--- config.mk ---
export PLATFORM = sky130hd
export DESIGN_NAME = button_press_encoder
export DESIGN_NICKNAME = d
export VERILOG_FILES = /design/src/rtl/button_press_encoder_pkg.sv /design/src/rtl/sync_2ff.sv /design/src/rtl/button_press_encoder.sv
export SDC_FILE = /design/constraint.sdc
export NUM_CORES = 1
export LEC_CHECK = 0
export CAP_MARGIN = 20
export CORE_UTILIZATION = 53
export DETAILED_ROUTE_END_ITERATION = 6
export PLACE_DENSITY_LB_ADDON = 0.3
export SYNTH_ARGS = -nofsm -noshare
export SYNTH_HDL_FRONTEND = slang
export SYNTH_SLANG_ARGS = --single-unit
--- constraint.sdc ---
create_clock -name clk_100Hz -period 3.1 [get_ports clk_100Hz]
set_input_delay 0.62 -clock clk_100Hz [delete_from_list [all_inputs] [get_ports clk_100Hz]]
set_output_delay 0.62 -clock clk_100Hz [all_outputs]
set_load 0.01 [all_outputs]
--- src/rtl/button_press_encoder_pkg.sv ---
// Shared types and default timing constants for the button press encoder.
// States are 3-bit; tick defaults assume the 100 Hz system clock.
package button_press_encoder_pkg;

  typedef enum logic [2:0] {
    ST_IDLE       = 3'd0,
    ST_DB_PRESS   = 3'd1,
    ST_PRESSED    = 3'd2,
    ST_LONG_HELD  = 3'd3,
    ST_DB_RELEASE = 3'd4
  } state_t;

  localparam int DEFAULT_DEBOUNCE_TICKS = 5;    // 50 ms
  localparam int DEFAULT_LONG_TICKS     = 200;  // 2 s
  localparam int DEFAULT_TRIGGER_TICKS  = 100;  // 1 s

endpackage

--- src/rtl/sync_2ff.sv ---
// Two-flop synchronizer for a single asynchronous input, synchronous active-high reset.
module sync_2ff (
  input  logic clk,
  input  logic srst,
  input  logic d,
  output logic q
);

  logic meta_reg;
  logic sync_reg;

  always_ff @(posedge clk) begin
    if (srst) begin
      meta_reg <= 1'b0;
      sync_reg <= 1'b0;
    end else begin
      meta_reg <= d;
      sync_reg <= meta_reg;
    end
  end

  assign q = sync_reg;

endmodule

--- src/rtl/button_press_encoder.sv ---
// Synchronizes and debounces the user button, classifies short/long presses and
// stretches the long-press trigger so the 1 Hz program-mode FSM can sample it.
module button_press_encoder
  import button_press_encoder_pkg::*;
#(
  parameter int DEBOUNCE_TICKS = DEFAULT_DEBOUNCE_TICKS,
  parameter int LONG_TICKS     = DEFAULT_LONG_TICKS,
  parameter int TRIGGER_TICKS  = DEFAULT_TRIGGER_TICKS
) (
  input  logic clk_100Hz,
  input  logic rst,
  input  logic button_raw,
  output logic button_signal,
  output logic short_press,
  output logic long_press,
  output logic trigger,
  output logic busy
);

  localparam int DB_W   = $clog2(DEBOUNCE_TICKS);
  localparam int HOLD_W = $clog2(LONG_TICKS);
  localparam int TRIG_W = $clog2(TRIGGER_TICKS + 1);

  localparam logic [DB_W-1:0]   DB_LAST   = DB_W'(DEBOUNCE_TICKS - 1);
  localparam logic [HOLD_W-1:0] HOLD_LAST = HOLD_W'(LONG_TICKS - 1);
  localparam logic [TRIG_W-1:0] TRIG_LOAD = TRIG_W'(TRIGGER_TICKS);

  logic btn_s;

  sync_2ff u_sync (
    .clk  (clk_100Hz),
    .srst (rst),
    .d    (button_raw),
    .q    (btn_s)
  );

  state_t             state_reg, state_next;
  logic [DB_W-1:0]    db_cnt_reg, db_cnt_next;
  logic [HOLD_W-1:0]  hold_cnt_reg, hold_cnt_next;
  logic [TRIG_W-1:0]  trig_cnt_reg, trig_cnt_next;
  logic               was_long_reg, was_long_next;
  logic               button_signal_reg, button_signal_next;
  logic               short_press_reg, short_press_next;
  logic               long_press_reg, long_press_next;
  logic               trigger_reg;
  logic               busy_reg;

  always_ff @(posedge clk_100Hz) begin
    if (rst) begin
      state_reg         <= ST_IDLE;
      db_cnt_reg        <= '0;
      hold_cnt_reg      <= '0;
      trig_cnt_reg      <= '0;
      was_long_reg      <= 1'b0;
      button_signal_reg <= 1'b0;
      short_press_reg   <= 1'b0;
      long_press_reg    <= 1'b0;
      trigger_reg       <= 1'b0;
      busy_reg          <= 1'b0;
    end else begin
      state_reg         <= state_next;
      db_cnt_reg        <= db_cnt_next;
      hold_cnt_reg      <= hold_cnt_next;
      trig_cnt_reg      <= trig_cnt_next;
      was_long_reg      <= was_long_next;
      button_signal_reg <= button_signal_next;
      short_press_reg   <= short_press_next;
      long_press_reg    <= long_press_next;
      trigger_reg       <= (trig_cnt_next != '0);
      busy_reg          <= (state_next != ST_IDLE);
    end
  end

  always_comb begin
    state_next         = state_reg;
    db_cnt_next        = db_cnt_reg;
    hold_cnt_next      = hold_cnt_reg;
    was_long_next      = was_long_reg;
    button_signal_next = button_signal_reg;
    short_press_next   = 1'b0;
    long_press_next    = 1'b0;

    case (state_reg)
      ST_IDLE: begin
        if (btn_s) begin
          state_next  = ST_DB_PRESS;
          db_cnt_next = '0;
        end
      end
      ST_DB_PRESS: begin
        if (!btn_s) begin
          state_next = ST_IDLE;
        end else if (db_cnt_reg == DB_LAST) begin
          state_next         = ST_PRESSED;
          button_signal_next = 1'b1;
          hold_cnt_next      = '0;
        end else begin
          db_cnt_next = db_cnt_reg + 1'b1;
        end
      end
      ST_PRESSED: begin
        if (!btn_s) begin
          state_next    = ST_DB_RELEASE;
          db_cnt_next   = '0;
          was_long_next = 1'b0;
        end else if (hold_cnt_reg == HOLD_LAST) begin
          state_next      = ST_LONG_HELD;
          long_press_next = 1'b1;
        end else begin
          hold_cnt_next = hold_cnt_reg + 1'b1;
        end
      end
      ST_LONG_HELD: begin
        if (!btn_s) begin
          state_next    = ST_DB_RELEASE;
          db_cnt_next   = '0;
          was_long_next = 1'b1;
        end
      end
      ST_DB_RELEASE: begin
        // hold_cnt stays frozen here, so a release bounce only delays long_press
        if (btn_s) begin
          state_next = was_long_reg ? ST_LONG_HELD : ST_PRESSED;
        end else if (db_cnt_reg == DB_LAST) begin
          state_next         = ST_IDLE;
          button_signal_next = 1'b0;
          short_press_next   = !was_long_reg;
        end else begin
          db_cnt_next = db_cnt_reg + 1'b1;
        end
      end
      default: state_next = ST_IDLE;
    endcase
  end

  // Stretcher runs free of the FSM; a release cannot cut the pulse short.
  always_comb begin
    trig_cnt_next = trig_cnt_reg;
    if (long_press_next) begin
      trig_cnt_next = TRIG_LOAD;
    end else if (trig_cnt_reg != '0) begin
      trig_cnt_next = trig_cnt_reg - 1'b1;
    end
  end

  assign button_signal = button_signal_reg;
  assign short_press   = short_press_reg;
  assign long_press    = long_press_reg;
  assign trigger       = trigger_reg;
  assign busy          = busy_reg;

endmodule

==> Word-level counts from Yosys, hierarchy flattened <==
Cells that the tools add are included.
{ "classes": {"mux": 34, "eq_ne": 16, "n_bitwise": 2, "reduce_logical": 15, "addsub": 3} }
{ "op_table": {"columns": ["operator", "n"], "rows": [
  ["$mux 3", 13],
  ["$mux 8", 4],
  ["$pmux 8 s2", 1],
  ["$pmux 3 s5", 1],
  ["$reduce_and 5->1", 3],
  ["$mux 7", 2],
  ["$ne 2x2->1 const B", 7],
  ["$reduce_bool 7->1", 2],
  ["$pmux 3 s4", 1],
  ["$mux 1", 10],
  ["$add 8x1->8 const B", 1],
  ["$eq 8x8->1 const B", 1],
  ["$sub 7x1->7 const B", 1],
  ["$eq 3x2->1 const B", 2],
  ["$eq 3x3->1 const B", 2],
  ["$ne 2x1->1 const B", 3],
  ["$reduce_bool 2->1", 3],
  ["$pmux 1 s2", 2],
  ["$reduce_bool 4->1", 1],
  ["$reduce_or 4->1", 1],
  ["$add 3x1->3 const B", 1],
  ["$eq 3x1->1 const B", 1],
  ["$logic_not 3->1", 1],
  ["$reduce_and 3->1", 1],
  ["4 further kinds", 5]
]} }
{ "totals": {"elab_cells": 82, "output_inout_bits": 5, "ff_bits": 29} }

==> Depth between registers and ports, before layout <==
Gate-level depths: netlist of run 1.
{ "depth": {"word_depth": 6, "depth_mapped": 7, "depth_no_buf": 6} }

==> Hierarchy <==
Synthesis of run 1 repeated with hierarchy kept, for this count alone.
{ "hier_totals": {"hier_cells": 177, "area_unflattened_um2": 1600.3} }
{ "by_module_without_submodules": {"columns": ["module", "area_each_um2", "cells_per_inst", "instances", "seq_area_each_um2"], "rows": [
  ["button_press_encoder", 1547.7, 173, 1, 540.5],
  ["sync_2ff", 52.6, 4, 1, 40.0]
]} }

==> Least setup slack after synthesis of run 1 <==
Ideal clock, no wire load.
{ "synth_path": {"path_kind": "flip-flop to flip-flop", "startpoint": "register trig_cnt_reg[0]", "endpoint": "register trigger_reg (netlist: trigger)", "synth_period_minus_slack_ns": 1.662, "stages_incl_launch_ff": 8, "n_path_buf": 1, "setup_slack_ns": 1.438, "setup_ns": 0.120, "arrival_ns": 1.542, "cell_sequence": "dfxtp_1 clkbuf_1 inv_1 ha_1 xor2_1 nor3_1 a221oi_1 a211o_1"} }
{ "synth_via": {"elab_chain_len": 4, "elab_cells_between_ends": 5, "classes_between": "1 x add/sub; 2 x mux; 2 x reduce/logical"} }
{ "synth_lines": {"columns": ["item", "line", "rtl"], "rows": [
  ["from (decl)", "button_press_encoder.sv:40", "logic [TRIG_W-1:0] trig_cnt_reg, trig_cnt_next;"],
  ["from (signal assigned)", "button_press_encoder.sv:64", "trig_cnt_reg <= trig_cnt_next;"],
  ["$sub 7x1->7 / $reduce_bool 7->1 (equally long branches)", "button_press_encoder.sv:142, button_press_encoder.sv:141", null],
  ["$mux 7 (*)", "button_press_encoder.sv:141", "end else if (trig_cnt_reg != '0) begin"],
  ["$mux 7 (*)", "button_press_encoder.sv:139", "if (long_press_next) begin"],
  ["$reduce_bool 7->1 (*)", "button_press_encoder.sv:69", "trigger_reg <= (trig_cnt_next != '0);"],
  ["to (signal assigned)", "button_press_encoder.sv:69", null],
  ["to (decl)", "button_press_encoder.sv:45", "logic trigger_reg;"]
]} }
Mark *: on every way between the ends. The rest lies on a longest branch, timed or not.
A chain may end at the register's enable or synchronous reset.

==> Worst setup path in the final report of run 1 <==
{ "layout_path": {"startpoint": "register state_reg[1]", "endpoint": "register busy_reg (netlist: busy)"} }
{ "layout_via": {"elab_chain_len": 4, "elab_cells_between_ends": 15, "classes_between": "4 x eq/ne; 9 x mux; 2 x reduce/logical"} }
{ "layout_lines": {"columns": ["item", "line", "rtl"], "rows": [
  ["from (decl)", "button_press_encoder.sv:37", "state_t state_reg, state_next;"],
  ["from (signal assigned)", "button_press_encoder.sv:61", "state_reg <= state_next;"],
  ["$mux 3 (on tied branches)", "button_press_encoder.sv:124, button_press_encoder.sv:93, button_press_encoder.sv:106", null],
  ["$mux 3 (on tied branches)", "button_press_encoder.sv:122, button_press_encoder.sv:91, button_press_encoder.sv:102", null],
  ["$pmux 3 s5 (*)", "button_press_encoder.sv:83", "case (state_reg)"],
  ["$reduce_bool 3->1 (*)", "button_press_encoder.sv:70", "busy_reg <= (state_next != ST_IDLE);"],
  ["to (signal assigned)", "button_press_encoder.sv:70", null],
  ["to (decl)", "button_press_encoder.sv:46", "logic busy_reg;"]
]} }
Marked as above.

==> qor.csv, run 1 <==
metric,value,unit
grt_util_all_layers,0.234,
critPathSlowestCell,dfxtp_1,
pwr-share-seq,0.420,
tns,0,ns
hold_violations,0,
antenna_left,0,
cts_sinks,29,
max_stage_delay,0.60,ns
post_cts_buffers,0,
synth_top_cells_by_count,"29 x dfxtp_1, 17 x nor2_1, 12 x a21oi_1, 12 x nand2_1",
cts_buffer_depth,2,
clock_skew,0.0114,ns
pwr-share-clk,0.227,
wl,3470,um
p_int,754,uW
ys_seq_area_frac,0.361,
synthCells,187,
grt_max_degree,19,
cts_resized,0,
via_per_inst,6.29,
syn_area,1610,um^2
place_hpwl,2390,um
yosys.area.top_type,dfxtp_1,
ys.flop_type,dfxtp_1,
numCtsBuffers,5,
yosys_register_bits,29,
path_clk_slew,0.09,ns
peakVddDrop,0.556,mV
drtPass1Iterations,5,
swShare,0.355,
start_kind,flip-flop,
slew_viol_final,0,
rsz0062_at_grt,false,
io_pins,8,
max_freq,0.456,GHz
synth-edff-count,0,
coreArea,2810,um^2
gr-total-overflow,0,
min_period,2.19,ns
grt_pass1_vias,1331,
total_power,1.17,mW
arrival,2.41,ns
n_antenna_cell,0,
n_fill_cell,265,
drive_gt1_frac,0.0821,
fp.dieArea,3260,um^2
initialDrtViolationCount,109,
ys_warn_count,0,
cts_root_buf,clkbuf_4,
die_y,57.1,um
drcViolationCount,0,
port_buffers,7,
nets,202,
antenna_found_initial,0,
syn_avg_cell_area,8.59,um^2
syn_to_final_growth,9.42,%
combPwrFrac,0.353,
htree_levels,2,
clk_latency,0.33,ns
hold_path.class,flip-flop to flip-flop,
maxCapViolations,0,
yosys.area.top_type_share,0.361,
fin_cells,226,
wl_per_cell,15.3,um
place_congestion,0.954,
required,3.31,ns
critPathCaptureType,flip-flop,
path_max_fanout,13,
tritoncts,done,
largest_reg_flops,8,
die_x,57.1,um
worstPathCellList,nand2b_1 -> nor4_1 -> a41oi_1 -> o311ai_0,
syn_nets,195,
rows,19,
power_leakage,0.595,nW
setup_violations,0,
dp.cells,218,
yosysMostFrequentCell,dfxtp_1,
worstSetupPathType,flip-flop to flip-flop,
finalCritPeriodShare,0.708,
slew_headroom,0.492,
start_util,0.573,
num_vias,1422,
synthArstFlopShare,0,
status,finished clean,
whs,0.449,ns
ys_types,48,
power_density,665,nW/um^2
yosys-top-cells-area,"dfxtp_1 36%, nor2_1 4.0%, ha_1 3.9%",
postCtsHoldBufs,0,
grt_first_pass_wirelength,5780,um
worst_slew_pin_slew,0.755,ns
p_switching,415,uW
-- cell families after synthesis --
family                     Yosys count  share of synthesized area
buffers and inverters               16                     0.0405
and+or+nand+nor                     83                      0.303
DFF                                 29                      0.361
adders and majority gates            5                     0.0389
xor gates and xnor gates             9                     0.0491
AOI/OAI and AO/OA                   43                      0.195
muxes                                2                     0.0125
-- critical path: cells and delay by family, from the launching register on --
family | cells | cell delay, ns
compound gates | 2 | 0.53
simple gates | 2 | 0.94
flops | 1 | 0.60
-- worst paths after layout --
path,end,slack [ns],cells past startpoint,start
setup / recovery,busy,0.91,4,state_reg[1]
hold / removal,u_sync.q,0.45,1,u_sync.meta_reg
setup reg to reg,busy,0.91,4,state_reg[1]
hold reg to reg,u_sync.q,0.45,1,u_sync.meta_reg
-- through the flow --
stage          instance area [um^2]  utilization  setup slack (ns)
2_1_floorplan                  1610            -              1.44
3_3_place_gp                   1690        0.602             0.923
3_5_place_dp                   1690        0.602             0.833
4_1_cts                        1760        0.627             0.931
5_1_grt                        1760        0.627             0.650
6_report                       1760        0.627             0.906
-- layout by cell type (no fill, tap or decap), drive strengths merged, types with 3 or more instances in the layout --
| cell type | synthesis | routed |
|---|---|---|
| a2111oi | 5 | 5 |
| a21oi | 12 | 12 |
| clkbuf | 4 | 7 |
| clkdlybuf4s50 | 0 | 7 |
| dfxtp | 29 | 29 |
| ha | 5 | 5 |
| inv | 8 | 8 |
| nand2 | 12 | 12 |
| nand2b | 6 | 6 |
| nand3 | 3 | 3 |
| nand3b | 6 | 6 |
| nor2 | 17 | 17 |
| nor2b | 6 | 6 |
| nor3 | 8 | 8 |
| nor4 | 4 | 4 |
| o21ai | 5 | 5 |
| o21bai | 3 | 3 |
| o31ai | 3 | 3 |
| or3 | 3 | 3 |
| or4 | 5 | 5 |
| xnor2 | 7 | 7 |
-- metal layers --
| metal | vias to the layer above | GRT usage | part of all wire |
|---|---|---|---|
| li1 | 698 | - | - |
| met1 | 666 | 0.289 | 0.46 |
| met2 | 48 | 0.363 | 0.46 |
| met3 | 10 | 0.0680 | 0.051 |
| met4 | 0 | 0.139 | 0.029 |
| met5 | - | 0 | 0 |
-- power groups by stage --
stage | Sequential (mW) | Clock (mW) | Combinational [mW]
floorplan | 0.474 | 0 | 0.337
global placement | 0.492 | 0 | 0.388
detailed placement | 0.495 | 0 | 0.403
CTS | 0.488 | 0.278 | 0.410
global route | 0.498 | 0.291 | 0.457
finish | 0.491 | 0.266 | 0.413
-- final cells by class --
cell class,instances,area [um^2],share of cell area
clock inverters,1,5.00,0.00285
repair buffers,8,77.6,0.0441
clock buffers,7,65.1,0.0370
multi-input cells,142,961,0.547
flip-flops and latches,29,581,0.330
well taps,31,38.8,0.0221
inverters,8,30.0,0.0171
Power figures use the tool's default switching activity.
==> inputs of run 2 (changes only) <==
==> constraint.sdc (replaced) <==
create_clock -name clk_100Hz -period 1.97 [get_ports clk_100Hz]
set_input_delay 0.394 -clock clk_100Hz [delete_from_list [all_inputs] [get_ports clk_100Hz]]
set_output_delay 0.394 -clock clk_100Hz [all_outputs]
set_load 0.01 [all_outputs]
==> run 2 against run 1 <==
  * Worst setup slack worse by 0.85 ns
  * Final cell count up 1.8%
  * Critical path depth up 1
  * Flip-flop and latch count unchanged
  * Hold slack worse by 0.0015 ns
  * Total power up 50%
  * Combinational power up 54%
  * Sequential share of layout area down 0.80 points
  * Largest power group unchanged
==> qor.csv, run 2 (same netlist as run 1, synthesis figures left out) <==
metric,value,unit,change
status,finished clean,,
postCtsHoldBufs,0,,unchanged
coreArea,2810,um^2,unchanged
place_hpwl,2310,um,-2.9%
start_util,0.573,,unchanged
max_freq,0.522,GHz,+14%
grt_max_degree,25,,+6
power_leakage,0.610,nW,+2.6%
reg2reg_slack,0.05,ns,-0.85 ns
grt_first_pass_wirelength,5630,um,-2.6%
mostFrequentLayoutCells,"29 x dfxtp_1, 17 x nor2_1, 12 x nand2_1, 12 x a21oi_1",,
m1WireLength,1530,um,-3.7%
antenna_found_initial,0,,unchanged
critPathSlowestCell,or4_1,,
routed.top_layer,met4,,
place_congestion,0.878,,-7.9%
pre_cts_slack,0.0468,ns,-0.786 ns
pwr-share-seq,0.438,,+0.018
critPathCaptureType,flip-flop,,
maxCapViolations,0,,unchanged
setup_violations,0,,unchanged
hold_path.class,flip-flop to flip-flop,,
worst_slew_pin_slew,0.522,ns,-0.233 ns
numCtsBuffers,5,,unchanged
tritoncts,done,,
whs,0.447,ns,-0.00151 ns
num_vias,1397,,-1.8%
port_buffers,7,,unchanged
largest_reg_flops,8,,unchanged
cts_sinks,29,,unchanged
max_stage_delay,0.73,ns,+0.13 ns
post_cts_buffers,0,,unchanged
via_per_inst,6.07,,-3.5%
peakVddDrop,0.811,mV,+46%
nets,206,,+2.0%
start_kind,flip-flop,,
rows,19,,unchanged
drcViolationCount,0,,unchanged
die_x,57.1,um,unchanged
fin_cells,230,,+1.8%
register_area,581,um^2,unchanged
p_int,1.12,mW,+48%
met2_length,1520,um,-5.4%
htree_levels,2,,unchanged
finalCritPeriodShare,0.973,,+0.265
path_max_fanout,5,,-8
wl_per_cell,14.1,um,-8.3%
antenna_left,0,,unchanged
fp.dieArea,3260,um^2,unchanged
power_density,976,nW/um^2,+47%
required,2.26,ns,-1.05 ns
path_clk_slew,0.10,ns,about the same
cts_buffer_depth,2,,unchanged
combPwrFrac,0.361,,+0.008
n_fill_cell,244,,-7.9%
swShare,0.364,,+0.00949
slew_viol_final,0,,unchanged
slew_headroom,0.643,,+0.151
dr_wl_met3,126,um,-28%
cts_resized,0,,unchanged
total_power,1.76,mW,+50%
grt_util_all_layers,0.229,,-0.00482
worstSetupPathType,flip-flop to flip-flop,,
cpLargestDelayFamily,simple AND/OR/NAND/NOR gates,,
worstPathCellList,ha_1 -> nand4bb_1 -> or4_1 -> a31oi_4 -> a211o_1,,
drtPass1Iterations,4,,-1
multi_input_area,977,um^2,+1.7%
dp.cells,222,,+1.8%
gr-total-overflow,0,,unchanged
crit_buf_inv,0,,unchanged
clk_latency,0.35,ns,+0.02 ns
clock_skew,0.0140,ns,+0.00265 ns
rsz0062_at_grt,true,,
fin_ws,0.0528,ns,-0.853 ns
min_period,1.92,ns,-0.277 ns
wl,3240,um,-6.7%
die_y,57.1,um,unchanged
drive_gt1_frac,0.116,,+0.0335
pwr-share-clk,0.200,,-0.027
p_switching,640,uW,+54%
arrival,2.20,ns,-0.21 ns
grt_pass1_vias,1271,,-4.5%
syn_to_final_growth,12.1,%,
cts_root_buf,clkbuf_4,,
hold_violations,0,,unchanged
initialDrtViolationCount,56,,-49%
io_pins,8,,unchanged
final_common_cell,dfxtp_1,,
n_antenna_cell,0,,unchanged
[run 2: area by class of cell]
cell class              instances  share of cell area
clock inverters                 3             0.00972
repair buffers                 12              0.0667
flip-flops and latches         29               0.322
multi-input cells             142               0.542
well taps                      31              0.0215
inverters                       8              0.0167
clock buffers                   5              0.0208
[run 2: final timing paths]
check | from | end | cells after the start
max | hold_cnt_reg[0] | trigger | 5
min | u_sync.meta_reg | u_sync.q | 1
max reg2reg | hold_cnt_reg[0] | trigger | 5
min reg2reg | u_sync.meta_reg | u_sync.q | 1
[run 2: routing by layer]
layer,GRT usage,vias to the layer above
li1,-,712
met1,0.283,653
met2,0.351,24
met3,0.0862,8
met4,0.115,0
met5,0,-
[run 2: power groups by stage]
stage          clock network [mW]  registers, mW  logic (mW)
2_1_floorplan                   0          0.746       0.531
3_3_place_gp                    0          0.774       0.620
3_5_place_dp                    0          0.779       0.629
4_1_cts                     0.364          0.767       0.632
5_1_grt                     0.383          0.786       0.706
6_report                    0.352          0.771       0.635
[run 2: metrics by stage]
step	utilization	area (um^2)	setup TNS, ns
after floorplan	-	1610	0
after global placement	0.617	1730	0
after detailed placement	0.617	1730	0
after CTS	0.636	1790	0
after global routing	0.642	1800	-0.0585
final	0.642	1800	0
==> inputs of run 3 (changes only) <==
--- a/config.mk
+++ b/config.mk
@@ -8,6 +8,7 @@
 export CAP_MARGIN = 20
 export CORE_UTILIZATION = 53
 export DETAILED_ROUTE_END_ITERATION = 6
+export DONT_BUFFER_PORTS = 1
 export PLACE_DENSITY_LB_ADDON = 0.3
 export SYNTH_ARGS = -nofsm -noshare
 export SYNTH_HDL_FRONTEND = slang
==> run 3 against run 2 <==
  * Register-to-register slack improved by 0.07 ns
  * Die area did not move
  * Final cell count fell by 4.3%
  * Clock-buffer cell count did not move
  * Core utilization fell by 2.4 points
  * Sequential share of layout area rose by 1.2 points
  * Via count fell by 1.2%
  * Combinational power fell by 5.5%
  * Non-clock buffer count fell by 8
  * Total power fell by 4.1%
  * Final area fell by 3.7%
  * Highest routed layer unchanged
==> qor.csv, run 3 (same netlist as run 1, synthesis figures left out) <==
metric,value,unit,change
arrival,2.10,ns,-0.10 ns
slew_headroom,0.641,,-0.00228
required,2.22,ns,-0.04 ns
num_vias,1380,,-1.2%
start_util,0.573,,unchanged
antenna_found_initial,0,,unchanged
cts_sinks,29,,unchanged
clk_latency,0.34,ns,about the same
status,finished clean,,
grt_pass1_vias,1234,,-2.9%
final_common_cell,dfxtp_1,,
initialDrtViolationCount,84,,+50%
coreArea,2810,um^2,unchanged
reg2reg_from,db_cnt_reg[0],,
n_fill_cell,232,,-4.9%
cts_buffer_depth,2,,unchanged
path_clk_slew,0.09,ns,about the same
drive_gt1_frac,0.111,,-0.00447
die_y,57.1,um,unchanged
power_density,972,nW/um^2,-0.39%
fp.dieArea,3260,um^2,unchanged
clock_skew,0.0147,ns,+0.000652 ns
whs,0.120,ns,-0.328 ns
n_antenna_cell,0,,unchanged
cp-startpoint,db_cnt_reg[0],,
reg2reg_slack,0.13,ns,+0.07 ns
hold_start,rst,,
via_per_inst,6.27,,+3.3%
critical_path.endpoint,hold_cnt_reg[2],,
grt_max_degree,25,,unchanged
slew_viol_final,0,,unchanged
die_x,57.1,um,unchanged
peakVddDrop,0.671,mV,-17%
antenna_left,0,,unchanged
drcViolationCount,0,,unchanged
multi_input_area,1010,um^2,+3.7%
wl,3340,um,+3.1%
tritoncts,done,,
power_leakage,0.590,nW,-3.3%
worstSetupPathType,flip-flop to flip-flop,,
grt_first_pass_wirelength,5500,um,-2.3%
reg2reg_depth,6,,+1
min_period,1.84,ns,-0.0748 ns
register_area,581,um^2,unchanged
drtPass1Iterations,4,,unchanged
hold_path.class,primary input to flip-flop,,
io_pins,8,,unchanged
syn_to_final_growth,8.02,%,
hold_violations,0,,unchanged
critPathCaptureType,flip-flop,,
tns,0,ns,unchanged
wl_per_cell,15.2,um,+7.8%
cts_root_buf,clkbuf_4,,
grt_util_all_layers,0.226,,-0.00346
place_hpwl,2280,um,-1.5%
start_kind,flip-flop,,
finalCritPeriodShare,0.935,,-0.0380
largest_reg_flops,8,,unchanged
numCtsBuffers,5,,unchanged
postCtsHoldBufs,0,,unchanged
gr-total-overflow,0,,unchanged
hold_depth,1,,unchanged
worst_slew_pin_slew,0.525,ns,+0.00333 ns
regToRegEndpoint,hold_cnt_reg[2],,
max_freq,0.543,GHz,+4.1%
pre_cts_slack,0.0237,ns,-0.0232 ns
rsz0062_at_grt,false,,
setup_violations,0,,unchanged
mostFrequentLayoutCells,"29 x dfxtp_1, 17 x nor2_1, 12 x nand2_1, 12 x a21oi_1",,
rows,19,,unchanged
maxCapViolations,0,,unchanged
place_congestion,0.801,,-8.7%
nets,198,,-3.9%
htree_levels,2,,unchanged
port_buffers,0,,-7
fin_ws,0.128,ns,+0.0748 ns
path_max_fanout,7,,+2
==> run 3: cell count changes in the layout (fill, tap and decap cells not counted), sizes merged <==
cell and change:
buf -1, clkdlybuf4s50 -7, clkinv -1, clkinvlp -1
==> run 3: metal layers <==
layer,GRT usage,vias up,part of all wire
met5,0,-,0
li1,-,694,-
met1,0.262,639,0.45
met3,0.0567,9,0.045
met4,0.150,0,0.027
met2,0.370,38,0.47
==> run 3: where the power goes <==
group / leakage [nW] / switching (mW) / internal (mW) / total, mW
clock: 0.0269 / 0.188 / 0.123 / 0.311
combinational: 0.327 / 0.308 / 0.293 / 0.600
sequential: 0.236 / 0.109 / 0.666 / 0.775
==> run 3: area by class of cell <==
type,count,area share
multi-input combinational,142,0.584
tap,31,0.0224
clock inverter,1,0.00288
clock buffer,5,0.0216
inverter,8,0.0173
sequential,29,0.335
timing repair buffer,4,0.0173
==> run 3: worst min path at each step <==
stage                                  to  slack, ns
final                        was_long_reg       0.12
after global routing         was_long_reg       0.10
after CTS                 trig_cnt_reg[6]       0.10
after detailed placement         u_sync.q       0.42
after global placement           u_sync.q       0.43
after floorplan               short_press       0.41
==> run 3: repair_timing <==
action	in CTS	in global routing
gates resized for setup	1	8
endpoints found under the setup margin	1	9
pin swaps	0	0
buffers inserted	0	0
==> run 3: through the flow <==
stage / total power, mW / cell area [um^2] / std cells / util
4_1_cts: 1.70 / 1690 / 220 / 0.602
3_5_place_dp: 1.38 / 1640 / 214 / 0.585
5_1_grt: 1.81 / 1740 / 220 / 0.619
2_1_floorplan: 1.28 / 1610 / 187 / -
6_report: 1.69 / 1740 / 220 / 0.619
3_3_place_gp: 1.35 / 1640 / 214 / 0.585
==> run 3: critical path, stage by stage (launching register included) <==
cell	delay (ns)
dfxtp_1	0.32
inv_1	0.09
ha_1	0.30
nand4b_4	0.18
a21o_1	0.26
or4_1	0.47
a21oi_1	0.15
